$ cat src/rtl/cic_decimator.sv
// cic_decimator: N-stage CIC decimator (differential delay 1), decimation by R.
// Integrators run on every accepted input sample; the comb section is a
// pipeline that advances one stage per cycle behind each decimation strobe.
// Optional macro CIC_ROUND_EN: round half up (with positive saturation) before
// taking the top O_WIDTH bits; when undefined the output is a plain floor slice.
module cic_decimator #(
    parameter int I_WIDTH = 16,
    parameter int O_WIDTH = 16,
    parameter int N       = 3,
    parameter int R       = 8
) (
    input  logic               clk_i,
    input  logic               rst_i,
    input  logic               valid_i,
    input  logic [I_WIDTH-1:0] data_i,
    output logic               valid_o,
    output logic [O_WIDTH-1:0] data_o
);

    localparam int G  = I_WIDTH + N * $clog2(R);
    localparam int CW = (R > 1) ? $clog2(R) : 1;
    localparam int S  = G - O_WIDTH;

    logic [N-1:0][G-1:0] int_q;
    logic [G-1:0]        din_sext;
    logic [CW-1:0]       cnt_q;
    logic                dec_stb_q;
    logic [G-1:0]        dec_q;
    logic [N-1:0][G-1:0] comb_q;
    logic [N-1:0][G-1:0] dly_q;
    logic [N-1:0][G-1:0] comb_in;
    logic [N:0]          vld_pipe_q;
    logic [O_WIDTH-1:0]  slice_d;
    logic [O_WIDTH-1:0]  data_q;
    logic                valid_q;

    assign din_sext = G'(signed'(data_i));

    // Integrator chain: each stage accumulates the previous stage's registered
    // value, wrapping modulo 2^G (the combs undo the wrap).
    always_ff @(posedge clk_i or posedge rst_i) begin
        if (rst_i) begin
            int_q <= '0;
        end else if (valid_i) begin
            int_q[0] <= int_q[0] + din_sext;
            for (int k = 1; k < N; k++)
                int_q[k] <= int_q[k] + int_q[k-1];
        end
    end

    // Decimation counter: counts accepted samples, strobes on the R-th one.
    always_ff @(posedge clk_i or posedge rst_i) begin
        if (rst_i) begin
            cnt_q     <= '0;
            dec_stb_q <= 1'b0;
        end else begin
            dec_stb_q <= valid_i && (cnt_q == CW'(R - 1));
            if (valid_i)
                cnt_q <= (cnt_q == CW'(R - 1)) ? '0 : cnt_q + CW'(1);
        end
    end

    // Decimation register and comb-valid shift register.
    always_ff @(posedge clk_i or posedge rst_i) begin
        if (rst_i) begin
            dec_q      <= '0;
            vld_pipe_q <= '0;
        end else begin
            if (dec_stb_q)
                dec_q <= int_q[N-1];
            vld_pipe_q <= {vld_pipe_q[N-1:0], dec_stb_q};
        end
    end

    // Comb stage inputs: stage 0 reads the decimation register, others chain.
    always_comb begin
        comb_in    = '0;
        comb_in[0] = dec_q;
        for (int k = 1; k < N; k++)
            comb_in[k] = comb_q[k-1];
    end

    // Comb pipeline: each stage differences its input against the previous
    // decimated input, only when its own valid bit is set.
    always_ff @(posedge clk_i or posedge rst_i) begin
        if (rst_i) begin
            comb_q <= '0;
            dly_q  <= '0;
        end else begin
            for (int k = 0; k < N; k++) begin
                if (vld_pipe_q[k]) begin
                    comb_q[k] <= comb_in[k] - dly_q[k];
                    dly_q[k]  <= comb_in[k];
                end
            end
        end
    end

`ifdef CIC_ROUND_EN
    generate
        if (S > 0) begin : g_round
            localparam logic [G:0] HALF = (G+1)'(1) << (S - 1);
            logic [G:0] rnd_sum;
            assign rnd_sum = {comb_q[N-1][G-1], comb_q[N-1]} + HALF;
            // Adding a positive half can only overflow upward; clamp to max.
            assign slice_d = (rnd_sum[G:G-1] == 2'b01) ? {1'b0, {(O_WIDTH-1){1'b1}}}
                                                       : rnd_sum[G-1:S];
        end else begin : g_noround
            assign slice_d = comb_q[N-1];
        end
    endgenerate
`else
    assign slice_d = comb_q[N-1][G-1 -: O_WIDTH];
`endif

    // Output register: update data and pulse valid when the last comb finishes.
    always_ff @(posedge clk_i or posedge rst_i) begin
        if (rst_i) begin
            data_q  <= '0;
            valid_q <= 1'b0;
        end else begin
            valid_q <= vld_pipe_q[N];
            if (vld_pipe_q[N])
                data_q <= slice_d;
        end
    end

    assign data_o  = data_q;
    assign valid_o = valid_q;

endmodule

$ cat config.mk
export PLATFORM = sky130hd
export DESIGN_NAME = cic_decimator
export DESIGN_NICKNAME = d
export VERILOG_FILES = /design/src/rtl/cic_decimator.sv
export SDC_FILE = /design/constraint.sdc
export NUM_CORES = 1
export LEC_CHECK = 0
export CELL_PAD_IN_SITES_DETAIL_PLACEMENT = 1
export CELL_PAD_IN_SITES_GLOBAL_PLACEMENT = 2
export CORE_ASPECT_RATIO = 1.25
export CORE_MARGIN = 2
export CORE_UTILIZATION = 45
export CTS_CLUSTER_DIAMETER = 100
export DETAILED_ROUTE_END_ITERATION = 10
export GPL_TIMING_DRIVEN = 0
export PLACE_DENSITY_LB_ADDON = 0.25
export SYNTH_ARGS = -nofsm -noshare
export SYNTH_HDL_FRONTEND = slang
export SYNTH_SLANG_ARGS = --single-unit
$ cat constraint.sdc
create_clock -name clk_i -period 12.6 [get_ports clk_i]
set_clock_uncertainty 0.2 [all_clocks]
set_input_delay 1.26 -clock clk_i [delete_from_list [all_inputs] [get_ports clk_i]]
set_output_delay 1.26 -clock clk_i [all_outputs]
set_load 0.05 [all_outputs]
=== Word level (Yosys, flattened, before mapping) ===
Index checks and enable logic that the tools add are counted.

* Bitwise operators: 0
* Multiplexer cells: 1
* Eq/ne operators: 1
* Multipliers: 0
* Divide/modulo/power cells: 0
* Magnitude comparators: 0
* Shift operators: 0
* Reductions and logical operators: 1
* Add/sub/neg operators: 7

{| class="wikitable"
|+ Operators with widths
! operator !! number
|-
| $add A25 B25 Y25 || 3
|-
| $sub A25 B25 Y25 || 3
|-
| $add A3 B1 Y3 const B || 1
|-
| $eq A3 B3 Y1 const B || 1
|-
| $mux W3 || 1
|-
| $logic_and A1 B1 Y1 || 1
|}

* Input bits: 19
* Bits in registers: 275
* Logic and storage cells: 25
* Memory bits (read-only): 0
* Output and inout port bits: 17
* Latch bits: 0
* Memories kept: 0
* Memory bits (writable): 0

=== Logic depth before layout (Yosys ltp) ===
Gate-level depths: netlist of the first run.

* Depth in word-level cells: 2
* Gate-level depth with buffers: 12
* Gate-level depth less buffers: 12

=== Least setup slack after synthesis of the first run ===
OpenSTA, ideal clock, no wires.

* Kind: in2reg
* Start: in data_i[0]
* End: reg int_q[22] in the netlist's numbering
* Buffers on the path: 0
* Arrival: 3.865 ns
* Cell stages on the path: 11
* Slack: 8.410 ns
* Library setup time: 0.125 ns
* Data required time: 12.275 ns
* Cells stage by stage: ha_1 -> fa_1 -> a211o_1 -> a2111oi_2 -> nor3_1 -> o21a_1 -> a311o_1 -> a31o_1 -> a21oi_2 -> xnor2_1 -> mux2_2

* Word-level cells in the longest chain between the ends: 1

{| class="wikitable"
|+ RTL lines
! element !! line !! source
|-
| from (decl) || 15 || <nowiki>input logic [I_WIDTH-1:0] data_i,</nowiki>
|-
| $add A25 B25 Y25 || 45 || <nowiki>int_q[0] <= int_q[0] + din_sext;</nowiki>
|-
| to (signal, indexed assignment) || 47 || <nowiki>int_q[k] <= int_q[k] + int_q[k-1];</nowiki>
|-
| to (decl) || 24 || <nowiki>logic [N-1:0][G-1:0] int_q;</nowiki>
|}

Every way passes these cells.
A chain may end at the register's enable or synchronous reset.

=== Worst setup path after layout of the first run ===
Same ends and word-level chain as after synthesis.

==> run_results.csv, run 1 <==
group,metric,value,unit
clocking,cts_buffer_depth,3,
synth,synth_area,0.01608,mm2
grt,track_usage,0.1949,
grt,grt_overflow,0,
final_layout,diodes,0,
synth,avgSynthCellArea,10.14,um2
timing,worst_pin_slew,0.7936,ns
setup_path,setup.worst_path.start_class,"input pin",
clocking,htreeDepth,1,
route,ant_nets,0,
timing,report.final.slew_viol_count,0,
grt,grt_pass1_wl,60940,um
worst_hold_path,hold_depth,0,
setup_path,reg2reg_depth,11,
setup_path,crit_type,"input pin to flip-flop",
synth,synthFlopType,"dfrtp_1",
route,drcViolationCount,0,
job,drv_cap,0,
grt,antenna_found_initial,0,
status,status,"finished clean",
place,gp_congestion,0.8418,
grt,grt_max_degree,103,
timing,relSlewSlack,0.4710,
synth,synth_nets,1754,
floorplan,die_h,215.3,um
synth,synth.ff_latch_count,266,
clocking,cts_tree,"done",
setup_path,crit_fanout,5,
route,routedWlPerCell,16.38,um
synth,syn-instance-count,1585,
clocking,postCtsResizedCells,0,
timing,fmax,0.2283,GHz
synth,synthArstFlopShare,1.000,
synth,synth_cell_types,72,
timing,post-route-period-util,0.3476,
clocking,clk_latency,0.56,ns
floorplan,io_pins,36,
timing,setup_viol,0,
synth,synth_edf_count,0,
clocking,cts_hold_buf,0,
final_layout,nNetsFinal,1822,
synth,yosys_warnings,0,
route,routed_wirelength,35170,um
floorplan,fp.coreArea,0.03526,mm2
timing,period_minus_slack,4.379,ns
route,num_vias,11630,
place,numPortBuffers,35,
floorplan,start_util,0.4560,
route,dr.pass1.iters,4,
setup_path,required,12.85,ns
clocking,clock-sinks,266,
clocking,cts_setup_buffers,0,
grt,grt_pass1_vias,12500,
floorplan,rows,77,
final_layout,syn_to_final_growth,12.22,%
clocking,cts_root_buf,"clkbuf_16",
setup_path,worstPathArrival,4.63,ns
timing,hold_viol_final,0,
worst_hold_path,hold_class,"flip-flop to flip-flop",
floorplan,fp.dieW,173.1,um
timing,rsz0062_at_grt,"false",
place,hpwlAfterDp,26960,um
route,drt_iter0_drc,237,
route,drt-vias-per-instance,5.415,
final_layout,drive_gt1_frac,0.1285,
clocking,numCtsBuffers,29,
floorplan,dieArea,0.03727,mm2
setup_path,end_kind,"flip-flop",
clocking,clkTransAtPathRegs,0.06,ns
timing,setup-tns-final,0,ns
synth,synth-seq-area-share,0.4140,
## metrics by stage
step | area, um2 | setup slack, ns | util | std cells | hold slack (ns)
finish | 18040 | 8.221 | 0.5117 | 2147 | 0.1768
global route | 18040 | 7.959 | 0.5117 | 2147 | 0.1861
CTS | 18040 | 8.203 | 0.5117 | 2147 | 0.1766
detailed placement | 17090 | 7.598 | 0.4845 | 2096 | 0.1622
global placement | 17020 | 0.3171 | 0.4828 | 2094 | 0.1580
floorplan | 16080 | 3.815 | - | 1585 | 0.1519
## final timing paths
path                                from           to  slack (ns)
max                            data_i[0]    int_q[22]        8.22
max in group asynchronous          rst_i    int_q[45]        9.96
min in group asynchronous          rst_i  comb_in[54]        0.97
min reg2reg                vld_pipe_q[3]      valid_o        0.18
min                        vld_pipe_q[3]      valid_o        0.18
max reg2reg                     int_q[0]    int_q[22]        8.94
## placed cells by master (no fill, tap or decap), types with 6 or more instances in the layout
| master | n |
|---|---|
| clkbuf_1 | 40 |
| nand2_1 | 132 |
| a21oi_1 | 106 |
| clkbuf_16 | 29 |
| inv_1 | 107 |
| mux2_2 | 150 |
| a31oi_1 | 14 |
| nand2b_1 | 14 |
| dfrtp_1 | 266 |
| o21a_1 | 27 |
| o211ai_1 | 8 |
| xnor2_1 | 91 |
| a21o_1 | 46 |
| buf_1 | 8 |
| or3_1 | 7 |
| nor2b_1 | 14 |
| xor2_1 | 23 |
| nor3_1 | 18 |
| o31ai_1 | 9 |
| ha_1 | 145 |
| clkinv_2 | 6 |
| o21ai_0 | 127 |
| clkdlybuf4s50_1 | 35 |
| nand4_1 | 6 |
| o31a_1 | 6 |
| a211oi_1 | 18 |
| o21bai_1 | 16 |
| o21ai_1 | 7 |
| and3_1 | 8 |
| nor2_1 | 71 |
| nand3_1 | 18 |
## flip-flops by register name (all words and copies together), names as in the netlist
register / count
dly_q: 75
int_q: 75
comb_in: 50
dec_q: 25
comb_q: 16
data_o: 16
vld_pipe_q: 4
cnt_q: 3
dec_stb_q: 1
valid_o: 1
## worst max-delay path, stage by stage
cell	delay, ns
clkdlybuf4s50_1	0.40
ha_1	0.26
fa_1	0.44
a211o_1	0.33
a2111oi_2	0.40
nor3_1	0.15
o21a_1	0.29
a311o_1	0.37
a31o_1	0.24
a21oi_2	0.14
xnor2_1	0.08
mux2_2	0.26
## routing by layer
metal,up-vias,track usage,wire length (um)
li1,5783,-,-
met1,5713,0.2066,13920
met2,83,0.4016,19860
met3,48,0.01964,710
met4,0,0.04972,685
met5,-,0,0
## synthesized netlist by cell type, types with 3 or more instances
library cell  count  area share
a311o_1           3      0.0019
o21ai_0         127       0.040
o211a_1           3      0.0019
a21o_1           46       0.021
o31a_1            6      0.0033
and2_1            5      0.0019
o21ai_1           7      0.0022
or4_1             3      0.0014
ha_1            145        0.11
nand4b_1          5      0.0027
mux2i_1           3      0.0019
fa_1              5      0.0062
a41o_1            3      0.0019
a21boi_0          3      0.0014
a31o_2            3      0.0016
a31oi_1          14      0.0054
clkbuf_1         37      0.0086
o211ai_1          8      0.0037
nor2_1           71       0.017
o21bai_1         16      0.0075
o31ai_1           9      0.0042
nand2b_1         14      0.0054
mux2_2          150        0.11
nand4_1           6      0.0023
xnor2_1          91       0.050
inv_1           108       0.025
a211o_1           4      0.0022
nor2b_1          14      0.0054
o21a_1           27       0.013
nand3b_1          3      0.0014
dfrtp_1         266        0.41
nand3_1          18      0.0056
o22ai_1           5      0.0019
nor3_1           18      0.0056
and3_1            8      0.0031
xor2_1           23       0.013
nand2_1         132       0.031
a21oi_1         106       0.033
buf_1             8      0.0019
a211oi_1         18      0.0084
or3_1             7      0.0027
## layout make-up
class / count / area [um2]
Fill cell: 3983 / 17220
Clock inverter: 15 / 166.4
Clock buffer: 36 / 792.0
Multi-Input combinational cell: 1166 / 8848
Buffer: 45 / 168.9
Inverter: 108 / 412.9
Timing Repair Buffer: 37 / 405.4
Sequential cell: 266 / 6656
Tap cell: 474 / 593.1
## cells by family after synthesis
logic type,count (synthesis),share of synthesized area
xor gates and xnor gates,114,0.06210
and+or+nand+nor,313,0.08964
AOI/OAI and AO/OA,436,0.1726
adders and majority gates,150,0.1191
buffers and inverters,153,0.03572
DFF,266,0.4140
muxes,153,0.1069
Power of run 1 is not shown: default switching activity piles up to over one toggle a cycle in this logic, so the estimate is an artifact.
==> run 2, diff against run 1 <==
- CORE_UTILIZATION: 45 -> 38
- clock period: 12.6 -> 3.5 ns (I/O delays scaled with it)
==> run_results.csv, run 2 (synthesis results as in run 1) <==
group,metric,value,unit
timing,post-route-period-util,0.9726,
clocking,clkTransAtPathRegs,0.06,ns
route,drt_iter0_drc,324,
timing,fmax,0.2938,GHz
grt,track_usage,0.1658,
floorplan,die_h,234.0,um
route,drt-vias-per-instance,5.178,
route,dr.pass1.iters,4,
timing,period_minus_slack,3.404,ns
clocking,clk_latency,0.57,ns
setup_path,end_kind,"flip-flop",
route,ant_nets,0,
floorplan,fp.dieW,188.0,um
job,drv_cap,0,
final_layout,syn_to_final_growth,14.82,%
final_layout,diodes,0,
timing,setup_ws,0.09606,ns
final_layout,final_common_cell,"dfrtp_1",
route,routed_wirelength,35150,um
timing,hold_viol_final,0,
route,drcViolationCount,0,
timing,worst_pin_slew,0.8350,ns
route,num_vias,11650,
clocking,cts_tree,"done",
grt,grt_pass1_wl,60830,um
setup_path,setup.worst_path.start_class,"flip-flop",
clocking,clock-sinks,266,
floorplan,dieArea,0.04399,mm2
status,status,"finished clean",
timing,hold_ws,0.1808,ns
clocking,cts_root_buf,"clkbuf_16",
final_layout,drive_gt1_frac,0.1437,
floorplan,rows,84,
place,gp_congestion,0.8432,
final_layout,utilization,0.4403,
setup_path,required,3.76,ns
worst_hold_path,hold_class,"flip-flop to flip-flop",
timing,report.final.slew_viol_count,0,
floorplan,start_util,0.3834,
place,pre_cts_slack,-0.5390,ns
grt,grt_max_degree,43,
clocking,numCtsBuffers,31,
setup_path,crit_fanout,5,
clocking,cts_buffer_depth,3,
clocking,htreeDepth,1,
place,hpwlAfterDp,27450,um
place,numPortBuffers,35,
grt,antenna_found_initial,0,
timing,rsz0062_at_grt,"true",
grt,grt_overflow,0,
final_layout,num-fill-cells,4644,
floorplan,io_pins,36,
final_layout,nNetsFinal,1838,
timing,relSlewSlack,0.4433,
timing,setup-tns-final,0,ns
floorplan,fp.coreArea,0.04194,mm2
route,routedWlPerCell,15.62,um
timing,setup_viol,0,
grt,grt_pass1_vias,12280,
setup_path,worstPathArrival,3.66,ns
final_layout,layout_common_cells,"dfrtp_1, mux2_2, ha_1",
setup_path,crit_type,"flip-flop to flip-flop",
## run 2: what timing repair did
action                                  4_1_cts  5_1_grt
endpoints found under the setup margin        8       11
cloned                                        0        0
hold buffers                                  1        0
hold endpoints to repair                      3        0
buffers inserted                              2        6
pin swaps                                     3       10
resized for setup                             8        6
## run 2: layout make-up
| cell class | instances | area, um2 | area share |
|---|---|---|---|
| Buffer | 45 | 168.9 | 0.009149 |
| Clock buffer | 44 | 914.6 | 0.04954 |
| Clock inverter | 11 | 136.4 | 0.007387 |
| Inverter | 108 | 409.1 | 0.02216 |
| Multi-Input combinational cell | 1166 | 8917 | 0.4830 |
| Sequential cell | 266 | 6656 | 0.3605 |
| Tap cell | 559 | 699.4 | 0.03788 |
| Timing Repair Buffer | 51 | 560.5 | 0.03036 |
## run 2: path summary, 6_finish.rpt
check | cells past startpoint | slack, ns | end | start
max | 11 | 0.1 | int_q[22] | int_q[0]
min | 0 | 0.18 | vld_pipe_q[3] | vld_pipe_q[2]
max reg2reg | 11 | 0.1 | int_q[22] | int_q[0]
min reg2reg | 0 | 0.18 | vld_pipe_q[3] | vld_pipe_q[2]
max in group asynchronous | 7 | 1.41 | dec_q[23] | rst_i
min in group asynchronous | 3 | 0.40 | dly_q[54] | rst_i
## run 2: metrics by stage
stage / cell area (um2) / cells
detailed placement: 17270 / 2186
finish: 18460 / 2250
global route: 18460 / 2250
floorplan: 16080 / 1585
CTS: 18390 / 2244
global placement: 17130 / 2179
## run 2: worst max-delay path, stage by stage, from the launching register on
cell and delay (ns):
dfrtp_1 0.40, ha_2 0.21, fa_2 0.37, a211o_1 0.32, a2111oi_4 0.42, nor3_2 0.10, o21a_2 0.25, a311o_1 0.31
a31o_1 0.24, a21oi_2 0.14, xnor2_1 0.07, mux2_2 0.26
## run 2: routing by layer
metal,global-route usage,share of wire,wire length (um),up-vias
met5,0,0,0,-
li1,-,-,-,5825
met3,0.02140,0.025,872,52
met4,0.04675,0.023,791,0
met1,0.1850,0.41,14510,5674
met2,0.3270,0.54,18970,100
Power of run 2 is left out for the same reason.
